$ cat src/rtl/shift_seq_pkg.sv
// Shared shift-ALU definitions: operation encodings and the sequencer state type.
package shift_seq_pkg;

  localparam int DATA_W = 16;

  localparam logic [1:0] OP_SLL = 2'b00;
  localparam logic [1:0] OP_RL  = 2'b01;
  localparam logic [1:0] OP_SRL = 2'b10;
  localparam logic [1:0] OP_RR  = 2'b11;

  typedef enum logic [1:0] {
    ST_IDLE  = 2'd0,
    ST_SHIFT = 2'd1,
    ST_DONE  = 2'd2
  } state_t;

endpackage

$ cat src/rtl/shift_seq_if.sv
// Request/result handshake bundle of the shift sequencer.
interface shift_seq_if;
  import shift_seq_pkg::*;

  logic              in_valid;
  logic              in_ready;
  logic [1:0]        choice;
  logic [DATA_W-1:0] i0;
  logic [3:0]        shift_by;
  logic              out_valid;
  logic              out_ready;
  logic [DATA_W-1:0] o;
  logic [1:0]        out_choice;
  logic              busy;

  modport master (
    output in_valid, choice, i0, shift_by, out_ready,
    input  in_ready, out_valid, o, out_choice, busy
  );

  modport slave (
    input  in_valid, choice, i0, shift_by, out_ready,
    output in_ready, out_valid, o, out_choice, busy
  );

endinterface

$ cat src/rtl/shift_seq_shift1_step.sv
// One-position shift or rotate of a 16-bit word, selected by op.
module shift1_step
  import shift_seq_pkg::*;
(
  input  logic [1:0]        op,
  input  logic [DATA_W-1:0] d,
  output logic [DATA_W-1:0] q
);

  always_comb begin
    q = d;
    case (op)
      OP_SLL:  q = {d[14:0], 1'b0};
      OP_RL:   q = {d[14:0], d[15]};
      OP_SRL:  q = {1'b0, d[15:1]};
      OP_RR:   q = {d[0], d[15:1]};
      default: q = d;
    endcase
  end

endmodule

$ cat src/rtl/shift_seq.sv
// Multi-cycle shifter: accepts one request, steps it one position per cycle,
// then holds the result until the consumer takes it.
module shift_seq
  import shift_seq_pkg::*;
(
  input logic        clk,
  input logic        rst_n,
  shift_seq_if.slave bus
);

  state_t            state;
  logic [DATA_W-1:0] data;
  logic [3:0]        cnt;
  logic [1:0]        op_q;
  logic              in_ready_q;
  logic              out_valid_q;
  logic              busy_q;
  logic [DATA_W-1:0] step_q;

  shift1_step u_step (
    .op (op_q),
    .d  (data),
    .q  (step_q)
  );

  // Handshake outputs are registered alongside the state so they change only on edges.
  always_ff @(posedge clk or negedge rst_n) begin
    if (!rst_n) begin
      state       <= ST_IDLE;
      data        <= '0;
      cnt         <= '0;
      op_q        <= OP_SLL;
      in_ready_q  <= 1'b1;
      out_valid_q <= 1'b0;
      busy_q      <= 1'b0;
    end else begin
      case (state)
        ST_IDLE: begin
          if (bus.in_valid && in_ready_q) begin
            data       <= bus.i0;
            op_q       <= bus.choice;
            cnt        <= bus.shift_by;
            in_ready_q <= 1'b0;
            busy_q     <= 1'b1;
            if (bus.shift_by == 4'd0) begin
              state       <= ST_DONE;
              out_valid_q <= 1'b1;
            end else begin
              state <= ST_SHIFT;
            end
          end
        end
        ST_SHIFT: begin
          data <= step_q;
          cnt  <= cnt - 4'd1;
          if (cnt == 4'd1) begin
            state       <= ST_DONE;
            out_valid_q <= 1'b1;
          end
        end
        ST_DONE: begin
          // in_ready rises only after this edge, leaving one cycle between transactions.
          if (bus.out_ready) begin
            state       <= ST_IDLE;
            out_valid_q <= 1'b0;
            busy_q      <= 1'b0;
            in_ready_q  <= 1'b1;
          end
        end
        default: begin
          state       <= ST_IDLE;
          out_valid_q <= 1'b0;
          busy_q      <= 1'b0;
          in_ready_q  <= 1'b1;
        end
      endcase
    end
  end

  assign bus.in_ready   = in_ready_q;
  assign bus.out_valid  = out_valid_q;
  assign bus.busy       = busy_q;
  assign bus.o          = data;
  assign bus.out_choice = op_q;

endmodule

$ cat src/flat_wrapper.sv
// flat-port wrapper written by rule: the top's interface ports become plain ports
module shift_seq_flat import shift_seq_pkg::*;
  (clk, rst_n, bus_in_valid, bus_choice, bus_i0, bus_shift_by, bus_out_ready, bus_in_ready, bus_out_valid, bus_o, bus_out_choice, bus_busy);
  shift_seq_if bus_i ();
  input logic clk;
  input logic rst_n;
  input wire logic [$bits(bus_i.in_valid)-1:0] bus_in_valid;
  input wire logic [$bits(bus_i.choice)-1:0] bus_choice;
  input wire logic [$bits(bus_i.i0)-1:0] bus_i0;
  input wire logic [$bits(bus_i.shift_by)-1:0] bus_shift_by;
  input wire logic [$bits(bus_i.out_ready)-1:0] bus_out_ready;
  output wire logic [$bits(bus_i.in_ready)-1:0] bus_in_ready;
  output wire logic [$bits(bus_i.out_valid)-1:0] bus_out_valid;
  output wire logic [$bits(bus_i.o)-1:0] bus_o;
  output wire logic [$bits(bus_i.out_choice)-1:0] bus_out_choice;
  output wire logic [$bits(bus_i.busy)-1:0] bus_busy;
  assign bus_i.in_valid = bus_in_valid;
  assign bus_i.choice = bus_choice;
  assign bus_i.i0 = bus_i0;
  assign bus_i.shift_by = bus_shift_by;
  assign bus_i.out_ready = bus_out_ready;
  assign bus_in_ready = bus_i.in_ready;
  assign bus_out_valid = bus_i.out_valid;
  assign bus_o = bus_i.o;
  assign bus_out_choice = bus_i.out_choice;
  assign bus_busy = bus_i.busy;
  shift_seq u_core (.clk(clk), .rst_n(rst_n), .bus(bus_i));
endmodule
$ cat config.mk
export PLATFORM = sky130hd
export DESIGN_NAME = shift_seq_flat
export DESIGN_NICKNAME = d
export VERILOG_FILES = /design/src/rtl/shift_seq_pkg.sv /design/src/rtl/shift_seq_if.sv /design/src/rtl/shift_seq_shift1_step.sv /design/src/rtl/shift_seq.sv /design/src/flat_wrapper.sv
export SDC_FILE = /design/constraint.sdc
export NUM_CORES = 1
export LEC_CHECK = 0
export BUFFER_PORTS_ARGS = -buffer_cell sky130_fd_sc_hd__buf_2
export CAP_MARGIN = 5
export CELL_PAD_IN_SITES_DETAIL_PLACEMENT = 1
export CELL_PAD_IN_SITES_GLOBAL_PLACEMENT = 1
export CORE_MARGIN = 2
export CORE_UTILIZATION = 40
export CTS_CLUSTER_SIZE = 14
export DETAILED_ROUTE_END_ITERATION = 12
export GPL_TIMING_DRIVEN = 0
export MAX_ROUTING_LAYER = met4
export PLACE_DENSITY_LB_ADDON = 0.25
export REMOVE_ABC_BUFFERS = 1
export SYNTH_ARGS = -nofsm -noshare
export SYNTH_HDL_FRONTEND = slang
export SYNTH_SLANG_ARGS = --single-unit
$ cat constraint.sdc
create_clock -name clk -period 4.56 [get_ports clk]
set_input_delay 0.912 -clock clk [delete_from_list [all_inputs] [get_ports clk]]
set_output_delay 0.912 -clock clk [all_outputs]
set_load 0.05 [all_outputs]
==> impl_metrics.json, run 1 <==
{
  "status": "complete, no violations",
  "gp_congestion": 0.766,
  "clk_pin_slew_ns": 0.09,
  "synth_edf_count": 0,
  "ys_warn_count": 0,
  "max-vdd-ir-drop_v": 0.000330,
  "initial_core_util": 0.412,
  "power.density_mw_per_mm2": 746,
  "netlist_instances": 166,
  "design.core.area_mm2": 0.00361,
  "dpl_worst_slack_ns": 1.94,
  "io_pins": 47,
  "grt_max_degree": 35,
  "drc_errors": 0,
  "dieWidth_um": 64.9,
  "dieArea_mm2": 0.00422,
  "cp_max_fo": 34,
  "cp.required_ns": 3.65,
  "die_h_um": 64.9,
  "root_buffer": "clkbuf_8",
  "rr_worst_depth": 3,
  "slew_headroom": 0.175,
  "async_flop_share": 1.00,
  "ys_seq_elements": 27,
  "tightest_slew_ns": 1.24,
  "reg2reg_from": "u_core.state[0]",
  "clkLatencyLatePin_ns": 0.28,
  "synth_ff_type": "dfrtp_1",
  "setup_ws_ns": 1.90,
  "cp.depth": 1,
  "antennaDiodeCount": 0,
  "maxSlewViolCount": 0,
  "critPathLaunchType": "register",
  "antenna_found_initial": 0,
  "post_cts_buffers": 0,
  "cts_buffer_depth": 2,
  "portBuffers": 46,
  "cts_resized": 0,
  "hold_start": "u_core.bus.in_ready",
  "worst-path-buf-inv": 1,
  "hpwlAfterDp_mm": 2.74,
  "rrSetupSlack_ns": 2.41,
  "drt_iter0_markers": 42,
  "critical_path_class": "register to output port",
  "grt_pass1_wl_mm": 6.55,
  "syn_to_final_growth_pct": 18.7,
  "avgSynthCellArea_um2": 8.95,
  "postRouteAntennaNets": 0,
  "placed_cell_area_mm2": 0.00172,
  "endpoint": "bus_out_choice[1]",
  "cp_top_family": "flip-flops",
  "nNetsFinal": 231,
  "cts_buffers": 3,
  "setup_viol": 0,
  "cp-startpoint": "u_core.bus.out_choice[1]",
  "via_per_inst": 5.50,
  "finalHoldViolCount": 0,
  "drt_wl_total_mm": 3.97,
  "cp_cell_sequence": "buf_2",
  "p_leak_nw": 0.795,
  "hold_path.class": "register to register",
  "wl_per_cell_um": 15.9,
  "syn_area_mm2": 0.00149,
  "clock_skew_ns": 0.00303,
  "final_cell_area_mm2": 0.00176,
  "cp-end-kind": "output port",
  "rows": 22,
  "vias": 1375,
  "drive_gt1_frac": 0.262,
  "fin_crit_sh": 0.584,
  "worst_r2r_endpoint": "u_core.bus.out_valid",
  "cts_num_sinks": 27,
  "dr.pass1.iters": 4,
  "slowest_stage": "dfrtp_1",
  "hold_ws_ns": 0.509,
  "yosysUniqueCellTypes": 34,
  "min_period_ns": 2.66,
  "grt_pass1_vias": 1365,
  "ctsHoldBuffers": 0,
  "cts_max_level": 1,
  "seq_area_frac_synth": 0.456,
  "gr-total-overflow": 0,
  "cts_tree": "built",
  "grt_setup_unrepaired": "false",
  "worstPathArrival_ns": 1.75,
  "fmax_ghz": 0.376,
  "cp_slowest_stage_delay_ns": 1.05,
  "setup_tns_ns": 0,
  "grt_usage": 0.205,
  "cap_violations": 0
}
==> logic make-up (layout without fill, tap and decap cells) <==
| kind of cell | Yosys count | after routing | synth area share |
|---|---|---|---|
| XOR/XNOR | 1 | 1 | 0.00590 |
| flip-flops | 27 | 27 | 0.456 |
| buffers and inverters | 18 | 54 | 0.0489 |
| adder cells (fa/ha/maj) | 2 | 2 | 0.0168 |
| multiplexers | 3 | 3 | 0.0211 |
| AND/OR/NAND/NOR | 69 | 69 | 0.233 |
| AO/OA/AOI/OAI | 46 | 46 | 0.218 |
==> cells in the final DEF, fill, tap and decap left out, types with 2 or more instances in the layout <==
cell / instances
inv_1: 4
a31oi_1: 16
buf_2: 46
dfrtp_1: 26
clkbuf_8: 3
mux2i_1: 2
o21ai_0: 3
ha_1: 2
nand3b_1: 2
nor2b_1: 17
nor3_1: 2
a211oi_1: 16
nand2_1: 39
nor2_1: 2
a21oi_1: 2
==> state kept, by name (all words and copies together) (netlist names) <==
register and cells:
u_core.bus.busy 1, u_core.bus.in_ready 1, u_core.bus.o 16, u_core.bus.out_choice 2
u_core.bus.out_valid 1, u_core.cnt 4, u_core.state 2
==> layout make-up <==
type,instances,area (um^2)
tap,48,60.1
fill,464,1840
sequential,27,677
clock buffer,4,45.0
inverter,4,15.0
timing repair buffer,46,230
multi-input combinational,121,736
==> layer usage <==
layer  GRT usage  vias up  wire, um
met5           -        -         0
met4      0.0638        0        52
met3      0.0260        5       166
met2       0.332       35      1940
met1       0.268      674      1810
li1            -      661         -
==> power breakdown <==
part	switching (mW)	total [mW]	leakage [nW]	internal (mW)
Combinational	0.477	0.686	0.460	0.209
Clock	0.0761	0.139	0.0228	0.0628
Sequential	0.146	0.491	0.312	0.345
Total	0.699	1.32	0.795	0.617
==> worst min-delay path by stage <==
| stage | end | cells past startpoint |
|---|---|---|
| floorplan | u_core.cnt[0] | 1 |
| finish | u_core.bus.in_ready | 2 |
| global route | u_core.bus.out_valid | 1 |
| global placement | u_core.bus.in_ready | 2 |
| CTS | u_core.bus.in_ready | 2 |
| detailed placement | u_core.bus.in_ready | 2 |
==> synth_stat cells (all sizes together) (3+ instances only) <==
| cell type | instances | area share |
|---|---|---|
| nand2 | 39 | 0.099 |
| dfrtp | 26 | 0.44 |
| nor2b | 17 | 0.072 |
| a211oi | 16 | 0.081 |
| a31oi | 16 | 0.067 |
| clkbuf | 10 | 0.025 |
| buf | 4 | 0.013 |
| inv | 4 | 0.010 |
| o21ai | 3 | 0.010 |
==> per-stage QoR <==
| step | power, mW | utilization | instances |
|---|---|---|---|
| 2_1_floorplan | 0.990 | - | 152 |
| 3_3_place_gp | 1.15 | 0.476 | 246 |
| 3_5_place_dp | 1.18 | 0.476 | 246 |
| 4_1_cts | 1.33 | 0.489 | 250 |
| 5_1_grt | 1.41 | 0.489 | 250 |
| 6_report | 1.32 | 0.489 | 250 |
(Power assumes the default switching activity.)
==> inputs of run 2 (changes only) <==
--- a/config.mk
+++ b/config.mk
@@ -10,7 +10,7 @@
 export CELL_PAD_IN_SITES_DETAIL_PLACEMENT = 1
 export CELL_PAD_IN_SITES_GLOBAL_PLACEMENT = 1
 export CORE_MARGIN = 2
-export CORE_UTILIZATION = 40
+export CORE_UTILIZATION = 37
 export CTS_CLUSTER_SIZE = 14
 export DETAILED_ROUTE_END_ITERATION = 12
 export GPL_TIMING_DRIVEN = 0
==> constraint.sdc (replaced) <==
create_clock -name clk -period 2.7 [get_ports clk]
set_input_delay 0.54 -clock clk [delete_from_list [all_inputs] [get_ports clk]]
set_output_delay 0.54 -clock clk [all_outputs]
set_load 0.05 [all_outputs]
==> run 2 against run 1 <==
  * Routed wire length rose by 1.7%
  * Critical path depth did not move
  * First-iteration DRC count rose by 2.4%
  * Non-clock buffer count rose by 1
  * Sequential power rose by 67%
  * Power rose by 69%
  * Cell area rose by 0.99%
  * Sequential share of layout area fell by 0.38 points
  * Clock skew rose by 0.0037 ns
  * Clock power rose by 65%
  * Count of clock-buffer cells in the layout did not move
  * Worst setup slack got worse by 1.4 ns
==> impl_metrics.json, run 2 (same netlist as run 1, synthesis figures left out) <==
{
  "status": "complete, no violations",
  "slowest_stage": "dfrtp_1",
  "ctsHoldBuffers": 0,
  "dieArea_mm2": 0.00454,
  "clk_pin_slew_ns": 0.09,
  "cts_max_level": 1,
  "die_h_um": 67.4,
  "min_period_ns": 2.24,
  "portBuffers": 46,
  "critical_path_class": "register to output port",
  "initial_core_util": 0.377,
  "cp_cell_sequence": "buf_2",
  "drt_wl_total_mm": 4.03,
  "cp_slowest_stage_delay_ns": 1.02,
  "syn_to_final_growth_pct": 19.9,
  "rows": 23,
  "cp_max_fo": 34,
  "cp.required_ns": 2.16,
  "cp-end-kind": "output port",
  "grt_pass1_vias": 1496,
  "critPathLaunchType": "register",
  "cp_top_family": "flip-flops",
  "hpwlAfterDp_mm": 2.87,
  "drive_gt1_frac": 0.266,
  "hold_path.class": "input pin to async pin",
  "finalHoldViolCount": 0,
  "antennaDiodeCount": 0,
  "tightest_slew_ns": 1.07,
  "root_buffer": "clkbuf_8",
  "cap_violations": 0,
  "reg2reg_from": "u_core.state[0]",
  "cts_buffers": 3,
  "clock_skew_ns": 0.00669,
  "setup_tns_ns": 0,
  "p_leak_nw": 0.802,
  "cts_resized": 0,
  "worst_r2r_endpoint": "u_core.bus.out_valid",
  "worst-path-buf-inv": 1,
  "grt_setup_unrepaired": "false",
  "fmax_ghz": 0.446,
  "layout_commonest_cell": "buf_2",
  "vias": 1363,
  "gr-total-overflow": 0,
  "power.density_mw_per_mm2": 1250,
  "rrSetupSlack_ns": 0.46,
  "wl_per_cell_um": 15.9,
  "layout_common_cells": "buf_2, nand2_1, dfrtp_1",
  "slew_headroom": 0.280,
  "cts_num_sinks": 27,
  "post_cts_buffers": 0,
  "grt_pass1_wl_mm": 6.81,
  "max-vdd-ir-drop_v": 0.000346,
  "clkLatencyLatePin_ns": 0.27,
  "io_pins": 47,
  "antenna_found_initial": 0,
  "grt_max_degree": 35,
  "final_core_util": 0.452,
  "drt_iter0_markers": 43,
  "grt_usage": 0.201,
  "largest_reg_flops": 16,
  "dieWidth_um": 67.4,
  "worstPathArrival_ns": 1.70,
  "gp_congestion": 0.740,
  "via_per_inst": 5.39,
  "design.core.area_mm2": 0.00394,
  "drc_errors": 0,
  "setup_viol": 0,
  "rr_worst_depth": 3,
  "dr.pass1.iters": 4,
  "postRouteAntennaNets": 0,
  "maxSlewViolCount": 0,
  "cts_tree": "built",
  "nNetsFinal": 232,
  "fin_crit_sh": 0.831,
  "cts_buffer_depth": 2
}
## run 2: layer usage
| metal | vias up | wire length, um | track usage |
|---|---|---|---|
| met4 | 0 | 14 | 0.0383 |
| li1 | 668 | - | - |
| met1 | 665 | 1830 | 0.247 |
| met5 | - | 0 | - |
| met2 | 28 | 2040 | 0.356 |
| met3 | 2 | 148 | 0.0250 |
## run 2: worst max-delay path by stage
stage,start,endpoint,cells after the start
after floorplan,u_core.bus.in_ready,u_core.cnt[0],3
after global placement,bus_in_valid,u_core.bus.out_valid,4
after detailed placement,bus_in_valid,u_core.bus.out_valid,4
after CTS,u_core.state[0],u_core.bus.out_valid,3
after global routing,u_core.state[0],u_core.bus.out_valid,3
final,u_core.bus.out_choice[1],bus_out_choice[1],1
## run 2: layout make-up
class                   instances  area (um^2)
clock buffers                   4         45.0
fillers                       485         2160
inverters                       4         15.0
multi-input cells             121          736
flip-flops and latches         27          677
well taps                      50         62.6
repair buffers                 47          245
## run 2: stage by stage
step	total power, mW	hold WS (ns)	cells	instance area (um^2)	setup slack [ns]
final	2.23	0.276	253	1780	0.456
after global routing	2.39	0.314	253	1780	0.276
after CTS	2.24	0.296	252	1770	0.429
after detailed placement	2.01	0.499	248	1720	0.356
after global placement	1.94	0.484	248	1720	0.444
after floorplan	1.67	0.244	152	1430	0.823
## run 2: where the power goes
group / internal [mW] / leakage [nW] / total (mW) / switching (mW)
sequential: 0.582 / 0.312 / 0.818 / 0.235
combinational: 0.363 / 0.468 / 1.18 / 0.817
clock: 0.106 / 0.0228 / 0.229 / 0.123
total: 1.05 / 0.802 / 2.23 / 1.18
==> inputs of run 3 (changes only) <==
--- a/config.mk
+++ b/config.mk
@@ -5,12 +5,13 @@
 export SDC_FILE = /design/constraint.sdc
 export NUM_CORES = 1
 export LEC_CHECK = 0
+export ABC_AREA = 1
 export BUFFER_PORTS_ARGS = -buffer_cell sky130_fd_sc_hd__buf_2
 export CAP_MARGIN = 5
 export CELL_PAD_IN_SITES_DETAIL_PLACEMENT = 1
 export CELL_PAD_IN_SITES_GLOBAL_PLACEMENT = 1
 export CORE_MARGIN = 2
-export CORE_UTILIZATION = 37
+export CORE_UTILIZATION = 33
 export CTS_CLUSTER_SIZE = 14
 export DETAILED_ROUTE_END_ITERATION = 12
 export GPL_TIMING_DRIVEN = 0
==> constraint.sdc (replaced) <==
create_clock -name clk -period 2 [get_ports clk]
set_input_delay 0.4 -clock clk [delete_from_list [all_inputs] [get_ports clk]]
set_output_delay 0.4 -clock clk [all_outputs]
set_load 0.05 [all_outputs]
==> run 3 against run 2 <==
  * Via count rose by 6.9%
  * Area after synthesis is 4.4% higher
  * Critical path depth unchanged
  * Non-clock buffer count fell by 1
  * Cell count increased by 13%
  * Sequential share of layout area shrank 0.16 points
  * Global-route usage decreased by 3.1 points
  * Worst hold slack got worse by 0.14 ns
  * Routed wire length is 1.9% higher
  * Critical endpoint unchanged
  * Largest cell class unchanged
  * Highest routed layer unchanged
==> impl_metrics.json, run 3 <==
{
  "status": "complete, no violations",
  "grt_setup_unrepaired": "false",
  "setup_viol": 0,
  "synthSimpleGateAreaFrac": 0.225,
  "synth_top_cell_by_area": "dfrtp_1",
  "cp.required_ns": 1.60,
  "io_pins": 47,
  "maxSlewViolCount": 0,
  "critPathLaunchType": "register",
  "gr-total-overflow": 0,
  "cts_buffers": 3,
  "setup_tns_ns": 0,
  "rrSetupSlack_ns": 0.34,
  "antennaDiodeCount": 0,
  "yosys-top-cells-area": "dfrtp_1, nand2_1, o211ai_1, a21oi_1, o21ai_0",
  "cts_tree": "built",
  "root_buffer": "clkbuf_8",
  "min_period_ns": 1.78,
  "syn_area_mm2": 0.00155,
  "syn_to_final_growth_pct": 15.3,
  "die_h_um": 72.5,
  "synth_xor_area_frac": 0,
  "drive_gt1_frac": 0.258,
  "cp_slowest_stage_delay_ns": 0.73,
  "cp_cell_sequence": "buf_2",
  "via_per_inst": 5.11,
  "yosysUniqueCellTypes": 20,
  "drt_wl_total_mm": 4.11,
  "rows": 24,
  "grt_pass1_vias": 1494,
  "slowest_stage": "dfrtp_1",
  "yosysTopAreaCellShare": 0.420,
  "muxShareOfSynthArea": 0,
  "cp_max_fo": 19,
  "cp_top_family": "flip-flops",
  "critical_path_class": "register to output port",
  "hpwlAfterDp_mm": 2.93,
  "cap_violations": 0,
  "antenna_found_initial": 0,
  "vias": 1457,
  "gp_congestion": 0.727,
  "clkLatencyLatePin_ns": 0.27,
  "dieArea_mm2": 0.00526,
  "portBuffers": 46,
  "drc_errors": 0,
  "tightest_slew_ns": 0.625,
  "fill_cells": 564,
  "initial_core_util": 0.349,
  "worst-path-buf-inv": 1,
  "cts_num_sinks": 27,
  "finalHoldViolCount": 0,
  "avgSynthCellArea_um2": 7.99,
  "drt_iter0_markers": 36,
  "cts_buffer_depth": 2,
  "clock_skew_ns": 0.00681,
  "fin_crit_sh": 0.891,
  "synth_top_cells_by_count": "nand2_1, dfrtp_1, nor2_1",
  "layout_common_cells": "buf_2, nand2_1, dfrtp_1",
  "clk_pin_slew_ns": 0.10,
  "grt_usage": 0.171,
  "cts_max_level": 1,
  "async_flop_share": 1.00,
  "seq_area_frac_synth": 0.437,
  "netlist_instances": 194,
  "yosys.area_share.adder": 0.0161,
  "grt_max_degree": 28,
  "ys_seq_elements": 27,
  "dieWidth_um": 72.5,
  "hold_path.class": "input pin to async pin",
  "cp-end-kind": "output port",
  "synth_top_family_by_area": "simple AND/OR/NAND/NOR gates",
  "synth_ff_type": "dfrtp_1",
  "design.core.area_mm2": 0.00444,
  "synth_edf_count": 0,
  "worstPathArrival_ns": 1.38,
  "layout_commonest_cell": "buf_2",
  "cts_resized": 0,
  "ys_warn_count": 0,
  "dr.pass1.iters": 4,
  "hold_ws_ns": 0.133,
  "fmax_ghz": 0.561,
  "grt_pass1_wl_mm": 6.94,
  "wl_per_cell_um": 14.4,
  "slew_headroom": 0.584,
  "ctsHoldBuffers": 0,
  "synth_most_common_cell": "nand2_1",
  "postRouteAntennaNets": 0,
  "largest_reg_flops": 16,
  "synth_compound_area_frac": 0.214,
  "post_cts_buffers": 0,
  "nNetsFinal": 262
}
## run 3: cell count changes after synthesis, sizes merged, moves of 6 or more
cell / change
nor2: +23
o21ai: +21
a21oi: +17
nor2b: -17
a211oi: -16
a31oi: -16
o211ai: +15
inv: +13
clkbuf: -10
buf: +7
nand3: +7
nand2: +6
## run 3: path summary, 6_finish.rpt
kind / to / startpoint / cells after the start
worst max-delay path: bus_out_choice[1] / u_core.bus.out_choice[1] / 1
worst min-delay path: u_core.bus.o[5] / rst_n / 1
worst max register to register: u_core.bus.o[3] / u_core.bus.out_choice[1] / 4
worst min register to register: u_core.bus.in_ready / u_core.bus.in_ready / 2
max in group asynchronous: u_core.cnt[3] / rst_n / 1
min in group clk: u_core.bus.out_choice[0] / bus_choice[0] / 3
## run 3: through the flow
step | cell area [um^2] | worst slack [ns] | std cells | utilization
final | 1790 | 0.219 | 285 | 0.402
after global routing | 1790 | 0.131 | 285 | 0.402
after CTS | 1790 | 0.196 | 285 | 0.402
after detailed placement | 1740 | 0.333 | 281 | 0.392
after global placement | 1740 | 0.420 | 281 | 0.392
after floorplan | 1450 | 0.334 | 183 | -
## run 3: layout make-up
cell class	instances	area (um^2)	area share
Timing Repair Buffer	46	230	0.129
Clock inverter	1	5.00	0.00280
Clock buffer	3	41.3	0.0231
Sequential cell	27	677	0.379
Multi-Input combinational cell	139	706	0.395
Tap cell	52	65.1	0.0364
Inverter	17	63.8	0.0357
## run 3: cell families after synthesis
group	after synthesis
AO/OA/AOI/OAI	58
adder cells (fa/ha/maj)	2
buffers and inverters	28
flip-flops	27
AND/OR/NAND/NOR	79
## run 3: routing by layer
layer | wire length (um) | track usage
met4 | 12 | 0.0247
met3 | 137 | 0.0250
met5 | 0 | -
met1 | 2020 | 0.229
met2 | 1940 | 0.281
Power of run 3 is not shown: default switching activity piles up to over one toggle a cycle in this logic, so the estimate is an artifact.
